$ cat config.mk
export PLATFORM = sky130hd
export DESIGN_NAME = capture_ctl_flat
export DESIGN_NICKNAME = d
export VERILOG_FILES = /design/src/rtl/capture_ctl_if.sv /design/src/rtl/capture_ctl.sv /design/src/flat_wrapper.sv
export SDC_FILE = /design/constraint.sdc
export NUM_CORES = 1
export LEC_CHECK = 0
export CAP_MARGIN = 5
export CORE_ASPECT_RATIO = 0.7
export CORE_MARGIN = 2
export CORE_UTILIZATION = 25
export CTS_CLUSTER_SIZE = 8
export DETAILED_ROUTE_END_ITERATION = 10
export DONT_BUFFER_PORTS = 1
export PLACE_DENSITY = 0.38
export SYNTH_ARGS = -nofsm -noshare
export SYNTH_HDL_FRONTEND = slang
export SYNTH_SLANG_ARGS = --single-unit
$ cat constraint.sdc
create_clock -name core_clk -period 3.7 [get_ports core_clk]
set_clock_uncertainty 0.05 [all_clocks]
set_input_delay 0.555 -clock core_clk [delete_from_list [all_inputs] [get_ports core_clk]]
set_output_delay 0.555 -clock core_clk [all_outputs]
set_load 0.01 [all_outputs]
$ cat src/rtl/capture_ctl_if.sv
// Capture stream bundle between capture_ctl and the write FIFO stage.
// Master drives samples and status; slave reports FIFO full.
interface capture_ctl_if #(
    parameter int DW = 16
);
    logic          capture_valid;
    logic [DW-1:0] capture_data;
    logic          capture_done;
    logic          capture_ovf;
    logic          wfifo_full;

    modport master (
        output capture_valid,
        output capture_data,
        output capture_done,
        output capture_ovf,
        input  wfifo_full
    );

    modport slave (
        input  capture_valid,
        input  capture_data,
        input  capture_done,
        input  capture_ovf,
        output wfifo_full
    );
endinterface

$ cat src/rtl/capture_ctl.sv
// Sample-capture controller: decimates the probe bus and applies a
// pre/post-trigger depth policy, streaming samples to the write FIFO.
module capture_ctl #(
    parameter int DW = 16,
    parameter int CW = 32
) (
    input  logic          core_clk,
    input  logic          core_rst,
    input  logic          sample_en,
    input  logic [23:0]   sample_div,
    input  logic [CW-1:0] pre_depth,
    input  logic [CW-1:0] post_depth,
    input  logic          trig_hit,
    input  logic [DW-1:0] probe_data,
    capture_ctl_if.master cap,
    output logic [CW-1:0] trig_pos,
    output logic [CW-1:0] sample_cnt
);

    typedef enum logic [1:0] {
        IDLE,
        PRE,
        POST,
        DONE
    } state_t;

    localparam logic [CW-1:0] ONE = CW'(1);

    state_t        state_q, state_d;
    logic          en_q;
    logic [DW-1:0] pd_q;
    logic [23:0]   div_s_q, div_s_d;
    logic [CW-1:0] pre_s_q, pre_s_d;
    logic [CW-1:0] post_s_q, post_s_d;
    logic [23:0]   div_cnt_q, div_cnt_d;
    logic [CW-1:0] pre_cnt_q, pre_cnt_d;
    logic [CW-1:0] post_cnt_q, post_cnt_d;
    logic [CW-1:0] trig_pos_q, trig_pos_d;
    logic [CW-1:0] sample_cnt_q, sample_cnt_d;
    logic          valid_q, valid_d;
    logic [DW-1:0] data_q, data_d;
    logic          done_q, done_d;
    logic          ovf_q, ovf_d;

    logic          run;
    logic          tick;
    logic [CW-1:0] post_lim;

    always_comb begin
        state_d      = state_q;
        div_s_d      = div_s_q;
        pre_s_d      = pre_s_q;
        post_s_d     = post_s_q;
        pre_cnt_d    = pre_cnt_q;
        post_cnt_d   = post_cnt_q;
        trig_pos_d   = trig_pos_q;
        sample_cnt_d = sample_cnt_q;
        data_d       = data_q;
        done_d       = done_q;
        ovf_d        = ovf_q;

        run      = (state_q == PRE) || (state_q == POST);
        tick     = run && (div_cnt_q == div_s_q);
        post_lim = (post_s_q == '0) ? ONE : post_s_q;

        if (!run) begin
            div_cnt_d = '0;
        end else if (tick) begin
            div_cnt_d = '0;
        end else begin
            div_cnt_d = div_cnt_q + 24'd1;
        end

        // A tick always emits, even while full or on the abort cycle
        valid_d = tick;
        if (tick) begin
            data_d       = pd_q;
            sample_cnt_d = sample_cnt_q + ONE;
            if (cap.wfifo_full) begin
                ovf_d = 1'b1;
            end
        end

        unique case (state_q)
            IDLE: begin
                if (sample_en && !en_q) begin
                    state_d      = PRE;
                    div_s_d      = sample_div;
                    pre_s_d      = pre_depth;
                    post_s_d     = post_depth;
                    pre_cnt_d    = '0;
                    post_cnt_d   = '0;
                    trig_pos_d   = '0;
                    sample_cnt_d = '0;
                    ovf_d        = 1'b0;
                    done_d       = 1'b0;
                end
            end
            PRE: begin
                if (!sample_en) begin
                    state_d = DONE;
                end else if (tick) begin
                    if (trig_hit && (pre_cnt_q >= pre_s_q)) begin
                        trig_pos_d = pre_cnt_q;
                        post_cnt_d = ONE;
                        state_d    = (post_lim == ONE) ? DONE : POST;
                    end else begin
                        pre_cnt_d = pre_cnt_q + ONE;
                    end
                end
            end
            POST: begin
                if (!sample_en) begin
                    state_d = DONE;
                end else if (tick) begin
                    post_cnt_d = post_cnt_q + ONE;
                    if ((post_cnt_q + ONE) == post_lim) begin
                        state_d = DONE;
                    end
                end
            end
            DONE: begin
                done_d = 1'b1;
                if (!sample_en) begin
                    state_d = IDLE;
                end
            end
            default: state_d = IDLE;
        endcase
    end

    always_ff @(posedge core_clk) begin
        if (core_rst) begin
            state_q      <= IDLE;
            en_q         <= 1'b0;
            pd_q         <= '0;
            div_s_q      <= '0;
            pre_s_q      <= '0;
            post_s_q     <= '0;
            div_cnt_q    <= '0;
            pre_cnt_q    <= '0;
            post_cnt_q   <= '0;
            trig_pos_q   <= '0;
            sample_cnt_q <= '0;
            valid_q      <= 1'b0;
            data_q       <= '0;
            done_q       <= 1'b0;
            ovf_q        <= 1'b0;
        end else begin
            state_q      <= state_d;
            en_q         <= sample_en;
            pd_q         <= probe_data;
            div_s_q      <= div_s_d;
            pre_s_q      <= pre_s_d;
            post_s_q     <= post_s_d;
            div_cnt_q    <= div_cnt_d;
            pre_cnt_q    <= pre_cnt_d;
            post_cnt_q   <= post_cnt_d;
            trig_pos_q   <= trig_pos_d;
            sample_cnt_q <= sample_cnt_d;
            valid_q      <= valid_d;
            data_q       <= data_d;
            done_q       <= done_d;
            ovf_q        <= ovf_d;
        end
    end

    assign cap.capture_valid = valid_q;
    assign cap.capture_data  = data_q;
    assign cap.capture_done  = done_q;
    assign cap.capture_ovf   = ovf_q;
    assign trig_pos          = trig_pos_q;
    assign sample_cnt        = sample_cnt_q;

endmodule

$ cat src/flat_wrapper.sv
// flat-port wrapper written by rule: the top's interface ports become plain ports
module capture_ctl_flat 
#(
    parameter int DW = 16,
    parameter int CW = 32
)
  (core_clk, core_rst, sample_en, sample_div, pre_depth, post_depth, trig_hit, probe_data, trig_pos, sample_cnt, cap_capture_valid, cap_capture_data, cap_capture_done, cap_capture_ovf, cap_wfifo_full);
  capture_ctl_if #(.DW(DW)) cap_i ();
  input  logic core_clk;
  input  logic core_rst;
  input  logic sample_en;
  input  logic [23:0] sample_div;
  input  logic [CW-1:0] pre_depth;
  input  logic [CW-1:0] post_depth;
  input  logic trig_hit;
  input  logic [DW-1:0] probe_data;
  output logic [CW-1:0] trig_pos;
  output logic [CW-1:0] sample_cnt;
  output wire logic [$bits(cap_i.capture_valid)-1:0] cap_capture_valid;
  output wire logic [$bits(cap_i.capture_data)-1:0] cap_capture_data;
  output wire logic [$bits(cap_i.capture_done)-1:0] cap_capture_done;
  output wire logic [$bits(cap_i.capture_ovf)-1:0] cap_capture_ovf;
  input wire logic [$bits(cap_i.wfifo_full)-1:0] cap_wfifo_full;
  assign cap_capture_valid = cap_i.capture_valid;
  assign cap_capture_data = cap_i.capture_data;
  assign cap_capture_done = cap_i.capture_done;
  assign cap_capture_ovf = cap_i.capture_ovf;
  assign cap_i.wfifo_full = cap_wfifo_full;
  capture_ctl #(.DW(DW), .CW(CW)) u_core (.core_clk(core_clk), .core_rst(core_rst), .sample_en(sample_en), .sample_div(sample_div), .pre_depth(pre_depth), .post_depth(post_depth), .trig_hit(trig_hit), .probe_data(probe_data), .cap(cap_i), .trig_pos(trig_pos), .sample_cnt(sample_cnt));
endmodule
==> results of run 1 <==
-- stage by stage --
step	total power [mW]	TNS (ps)	utilization [%]
detailed placement	5.163	-68.23	27.37
CTS	8.697	0	29.59
finish	8.528	0	29.67
floorplan	4.542	0	-
global placement	5.157	-218.7	27.37
global route	9.041	-29.47	29.67
-- state kept, by name, indices dropped and copies added, names as in the netlist, 2 cells and up --
signal,cells
u_core.div_cnt_q,24
u_core.post_cnt_q,32
u_core.div_s_q,24
u_core.cap.capture_data,16
u_core.sample_cnt,32
u_core.state_q,2
u_core.pd_q,16
u_core.post_s_q,32
u_core.trig_pos,32
u_core.pre_s_q,32
u_core.pre_cnt_q,32
-- final cells by class --
class                      count  area (µm²)  share of cell area (%)
clock inverter                 2       13.76                 0.09106
inverter                      65       244.0                   1.614
multi-input combinational   1156        6887                   45.56
timing repair buffer          57       452.9                   2.997
tap                          674       843.3                   5.579
sequential                   278        5565                   36.82
clock buffer                  49        1109                   7.334
-- logic make-up (layout without fill, tap and decap cells) --
logic type,count (synthesis),count (layout),share of synthesized area [%]
and+or+nand+nor,647,647,24.24
AOI/OAI and AO/OA,323,323,14.52
DFF,278,278,43.02
buffers and inverters,143,173,4.207
xor gates and xnor gates,122,122,8.260
adders and majority gates,41,41,3.966
muxes,23,23,1.789
-- path summary, 6_finish.rpt --
kind                        startpoint                  to  slack (ps)  cells after the start
hold reg to reg     u_core.pre_s_q[14]  u_core.pre_s_q[14]         400                      2
setup reg to reg  u_core.post_cnt_q[9]   u_core.state_q[0]         140                     11
setup / recovery  u_core.post_cnt_q[9]   u_core.state_q[0]         140                     11
hold / removal                core_rst  u_core.pre_s_q[13]          40                      1
-- placed cells by master, fill, tap and decap left out, types with 3 or more instances in the layout --
cell type	netlist	layout
nand2_1	242	242
nor2_1	127	127
buf_4	0	55
nor3_1	16	15
nand4_1	38	38
nor3_2	4	5
nand3_1	47	47
ha_1	41	40
clkbuf_1	67	5
o21ai_0	71	70
mux2i_1	22	22
a21o_1	10	10
nor4_2	0	4
clkbuf_16	0	43
or4_1	12	12
and2_1	12	12
xor2_1	67	67
nand2b_1	9	9
or3_1	43	43
or2_2	6	6
o31ai_1	5	5
a22o_1	33	33
a21oi_1	175	174
and3_1	16	16
dfxtp_1	278	278
and4_1	9	9
nand3b_1	14	14
xnor2_1	55	55
nand4b_1	3	3
nor2b_1	23	23
inv_1	64	64
nor4_1	21	16
o22ai_1	3	3
-- critical path, delay by kind of cell, from the launching register on --
kind	cells	cell delay, ps
and+or+nand+nor	4	1470
AOI/OAI and AO/OA	4	990
DFF	1	410
buffers and inverters	2	360
xor gates and xnor gates	1	170
-- power by group through the flow --
stage                     Sequential (mW)  Clock (mW)  Combinational, mW
after floorplan                      3.36           0               1.18
after global placement               3.43           0               1.73
after detailed placement             3.44           0               1.73
after CTS                            3.37        3.58               1.74
after global routing                 3.40        3.70               1.94
final                                3.37        3.43               1.72
-- metal layers --
| layer | routed length, µm | vias up | GRT usage, % |
|---|---|---|---|
| met1 | 22060 | 5121 | 23.50 |
| met2 | 16830 | 180 | 21.54 |
| met5 | 0 | - | 0 |
| met3 | 1722 | 44 | 3.200 |
| met4 | 758 | 0 | 3.982 |
| li1 | - | 5479 | - |
-- repair_timing --
action / 4_1_cts / 5_1_grt
buffers inserted: 0 / 1
gates cloned: 0 / 0
hold endpoints to repair: 0 / 0
pin swaps: 0 / 2
setup endpoints to repair: 1 / 19
gates resized for setup: 1 / 6
==> out/metrics.cfg, run 1 <==
[synthesis]
synth.area.top_cells=dfxtp_1 43%, nand2_1 7.0%, a21oi_1 6.8%
synth_cell_types=58
synth_seq_cells=278
synthCells=1577
synth-seq-area-share_pct=43.02
synth-async-reset-ratio_pct=0
synthFlopType=dfxtp_1
synth_top_area_share_pct=43.02
yosys.cell_count.top_type=dfxtp_1
yosys.area.top_type=dfxtp_1
synth_edf_count=0
synth_area_mm2=0.01294
ys_warn_count=0
syn_nets=1727
synth_area_per_cell_um2=8.203
synth_common_cells=278 x dfxtp_1, 242 x nand2_1, 175 x a21oi_1, 127 x nor2_1, 71 x o21ai_0

[clock_tree]
cts_sinks=278
cts_hold_repair.buffers=0
clkTransAtPathRegs_ps=50
cts_tree=built
cts-buffers-inserted=41
clk_latency_ps=560
htreeDepth=2
root_buffer=clkbuf_16
cts.path.max_buffers=3

[placed_design]
dp_hpwl_mm=29.02
dpl_worst_slack_ps=-68.23
gp_congestion=0.8254
dp.cells=2229
io_buffers=0
placed_area_mm2=0.01394

[global_routing]
grt-ovfl-total=0
grt_first_pass_wirelength_mm=64.31
grt.total_usage_pct=15.39
grt_max_degree=160
grt_pass1_vias=10550
antenna_found_initial=0

[die]
num_io_pins=192
placementRows=69
die_w_um=275.9
die-area_mm2=0.05361
start_util_pct=25.40
die_h_um=194.3
core_region_area_mm2=0.05094

[timing]
fmax_ghz=0.2808
worst_slew_pin_slew_ps=647.8
setup_ws_ps=138.9
final_hold_viol_count=0
setup_viol_count_final=0
holdWs_ps=43.94
slew_headroom_pct=56.81
finalMaxSlewViolations=0
post-route-min-period_ps=3561
period_share_pct=96.25

[cells_and_area]
final_cell_area_mm2=0.01511
n_antenna_cell=0
synthToLayoutAreaGrowth_pct=16.84
fillers=5485
instances_no_fill=2281
drive_gt1_share_pct=7.903
nNetsFinal=1749

[status]
status=finished with violations
violations=DRC

[power]
power.density_mw_per_mm2=564.3
power_frac_clock_pct=40.3
pwr-share-comb_pct=20.2
leakagePower_nw=5.575
p_switching_mw=2.696
power_frac_seq_pct=39.5
vdd_drop_max_v=0.0002331
p_sw_share_pct=31.61
p_int_mw=5.832

[detailed_routing]
routed_wl_mm=41.37
antenna_left=0
drc=4
detail_route.wl_per_cell_um=18.14
drtIter0Drc=651
firstDrtPassIters=9
avgViaCountPerCell=4.745
num_vias=10820

[setup_path]
critical_path_class=reg2reg
worstPathCellList=nand4_1 > or4_1 > nor4_2 > buf_4 > xnor2_1 > o2111ai_1 > nor4_4 > buf_4 > a41oi_1 > o32a_1 > o211a_1
cp_data_arrival_time_ps=3950
max_stage_delay_ps=610
critPathMostFrequentCell=buf_4
critPathCaptureType=register
cp-start-kind=register
slowest_stage=or4_1
path_max_fanout=6
crit_required_ps=4090

[flow_run]
maxCapViolCount=0

[hold_path]
worst_hold_path_type=in2reg

No activity file was read; power rests on OpenSTA's default activity.
==> inputs of run 2 (changes only) <==
ABC_CLOCK_PERIOD_IN_PS = 3900   (was not set)
SLEW_MARGIN = 20   (was not set)
clock period = 3.9 ns   (was 3.7 ns; I/O delays follow)
==> run 2 against run 1 <==
The run still ends with DRC left. Sequential power down 5%. Worst setup slack better by 130 ps. Global-route usage down 0.25 points. Die area unchanged. Flip-flop and latch count unchanged. Register-to-register slack better by 130 ps. Combinational power down 7%. First-iteration DRC count down 7.4%. Critical endpoint is now u_core.pre_cnt_q[29].
==> out/metrics.cfg, run 2 (synthesis results as in run 1) <==
[status]
status=finished with violations
violations=DRC

[detailed_routing]
drtIter0Drc=603
firstDrtPassIters=8
antenna_left=0
detail_route.wl_per_cell_um=18.12
routed_wl_mm=40.87
drc=4
avgViaCountPerCell=4.794
num_vias=10820

[cells_and_area]
nNetsFinal=1730
final_cell_mix=278 x dfxtp_1, 242 x nand2_1, 174 x a21oi_1, 127 x nor2_1, 70 x o21ai_0
final_cell_area_mm2=0.01485
synthToLayoutAreaGrowth_pct=14.78
n_antenna_cell=0
drive_gt1_share_pct=6.384
instances_no_fill=2256
final_common_cell=dfxtp_1
fin_util_pct=29.15

[clock_tree]
root_buffer=clkbuf_16
cts_sinks=278
cts-buffers-inserted=40
postCtsSetupBuffers=0
clk_latency_ps=550
clkTransAtPathRegs_ps=50
cts.path.max_buffers=3
htreeDepth=2
cts_hold_repair.buffers=0
ctsResizeCount=0
cts_tree=built

[timing]
finalMaxSlewViolations=0
fmax_ghz=0.2752
period_share_pct=93.19
worst_slew_pin_slew_ps=727.0
rsz0062_at_grt=false
fin_setup_tns_ps=0
setup_ws_ps=265.7
setup_viol_count_final=0
final_hold_viol_count=0
slew_headroom_pct=51.53
post-route-min-period_ps=3634

[flow_run]
maxCapViolCount=0

[setup_path]
cp-start-kind=register
crit_family=simple AND/OR/NAND/NOR gates
cp_data_arrival_time_ps=4060
critical_path_class=reg2reg
reg2reg_slack_ps=270
worstPathCellList=and4_1 > nand4_1 > nor4_1 > nand4_1 > or4_1 > nor3_2 > nand2_1 > or4_1 > a21oi_1
critPathLaunch=u_core.pre_cnt_q[4]
path_depth=9
path_max_fanout=7
r2r_cells=9
crit_required_ps=4320
regToRegStartpoint=u_core.pre_cnt_q[4]
worstSetupEndpoint=u_core.pre_cnt_q[29]
r2r-end=u_core.pre_cnt_q[29]
max_stage_delay_ps=660
slowest_stage=or4_1
cp_num_buf_inv=0
critPathCaptureType=register

[die]
core_region_area_mm2=0.05094
placementRows=69
die_w_um=275.9
num_io_pins=192
die_h_um=194.3
start_util_pct=25.40
die-area_mm2=0.05361

[placed_design]
gp_congestion=0.8158
dp.cells=2212
placed_area_mm2=0.01379
dp_hpwl_mm=28.82
dpl_worst_slack_ps=279.1
io_buffers=0

[power]
power.density_mw_per_mm2=534.1
leakagePower_nw=5.444
vdd_drop_max_v=0.0002345

[global_routing]
grt.total_usage_pct=15.14
grt_max_degree=160
grt_pass1_vias=10440
antenna_found_initial=0
grt_first_pass_wirelength_mm=63.29
grt-ovfl-total=0

[hold_path]
worst_hold_path_type=in2reg

-- run 2: layer usage --
layer	GRT usage (%)	share of wire (%)	vias up
li1	-	-	5431
met1	23.23	52	5092
met2	20.99	41	247
met3	3.311	5.7	46
met4	3.763	1.5	0
met5	0	0	-
-- run 2: worst min-delay path by stage --
stage | startpoint | end | depth (start not counted)
after floorplan | u_core.post_s_q[0] | u_core.post_s_q[0] | 2
after global placement | u_core.pre_s_q[17] | u_core.pre_s_q[17] | 2
after detailed placement | u_core.pre_s_q[18] | u_core.pre_s_q[18] | 2
after CTS | core_rst | u_core.pre_s_q[20] | 1
after global routing | core_rst | u_core.pre_s_q[20] | 1
final | core_rst | u_core.pre_s_q[20] | 1
-- run 2: through the flow --
stage	hold WS, ps	total power [mW]
5_1_grt	43.77	8.418
2_1_floorplan	382.9	4.309
4_1_cts	48.85	8.111
3_3_place_gp	390.9	4.878
6_report	66.69	7.930
3_5_place_dp	395.4	4.889
-- run 2: layout make-up --
cell class | count | area [µm²]
Clock inverter | 2 | 17.52
Sequential cell | 278 | 5565
Clock buffer | 42 | 1040
Multi-Input combinational cell | 1156 | 6845
Tap cell | 674 | 843.3
Fill cell | 5510 | 36090
Timing Repair Buffer | 39 | 292.8
Inverter | 65 | 244.0
-- run 2: worst register-to-register path: cells and delay by family, from the launching register on --
kind / cells / cell delay, ps
AND/OR/NAND/NOR: 8 / 2890
AO/OA/AOI/OAI: 1 / 160
flip-flops: 1 / 480
-- run 2: power by group --
group          internal [mW]  total, mW  switching, mW
Combinational          0.528       1.60           1.07
Sequential              3.03       3.20          0.175
Clock                   1.86       3.13           1.27
==> inputs of run 3 (changes only) <==
CAP_MARGIN = 20   (was 5)
==> results of run 3 <==
No change in the layout: final DEF, timing and power equal those of run 2.
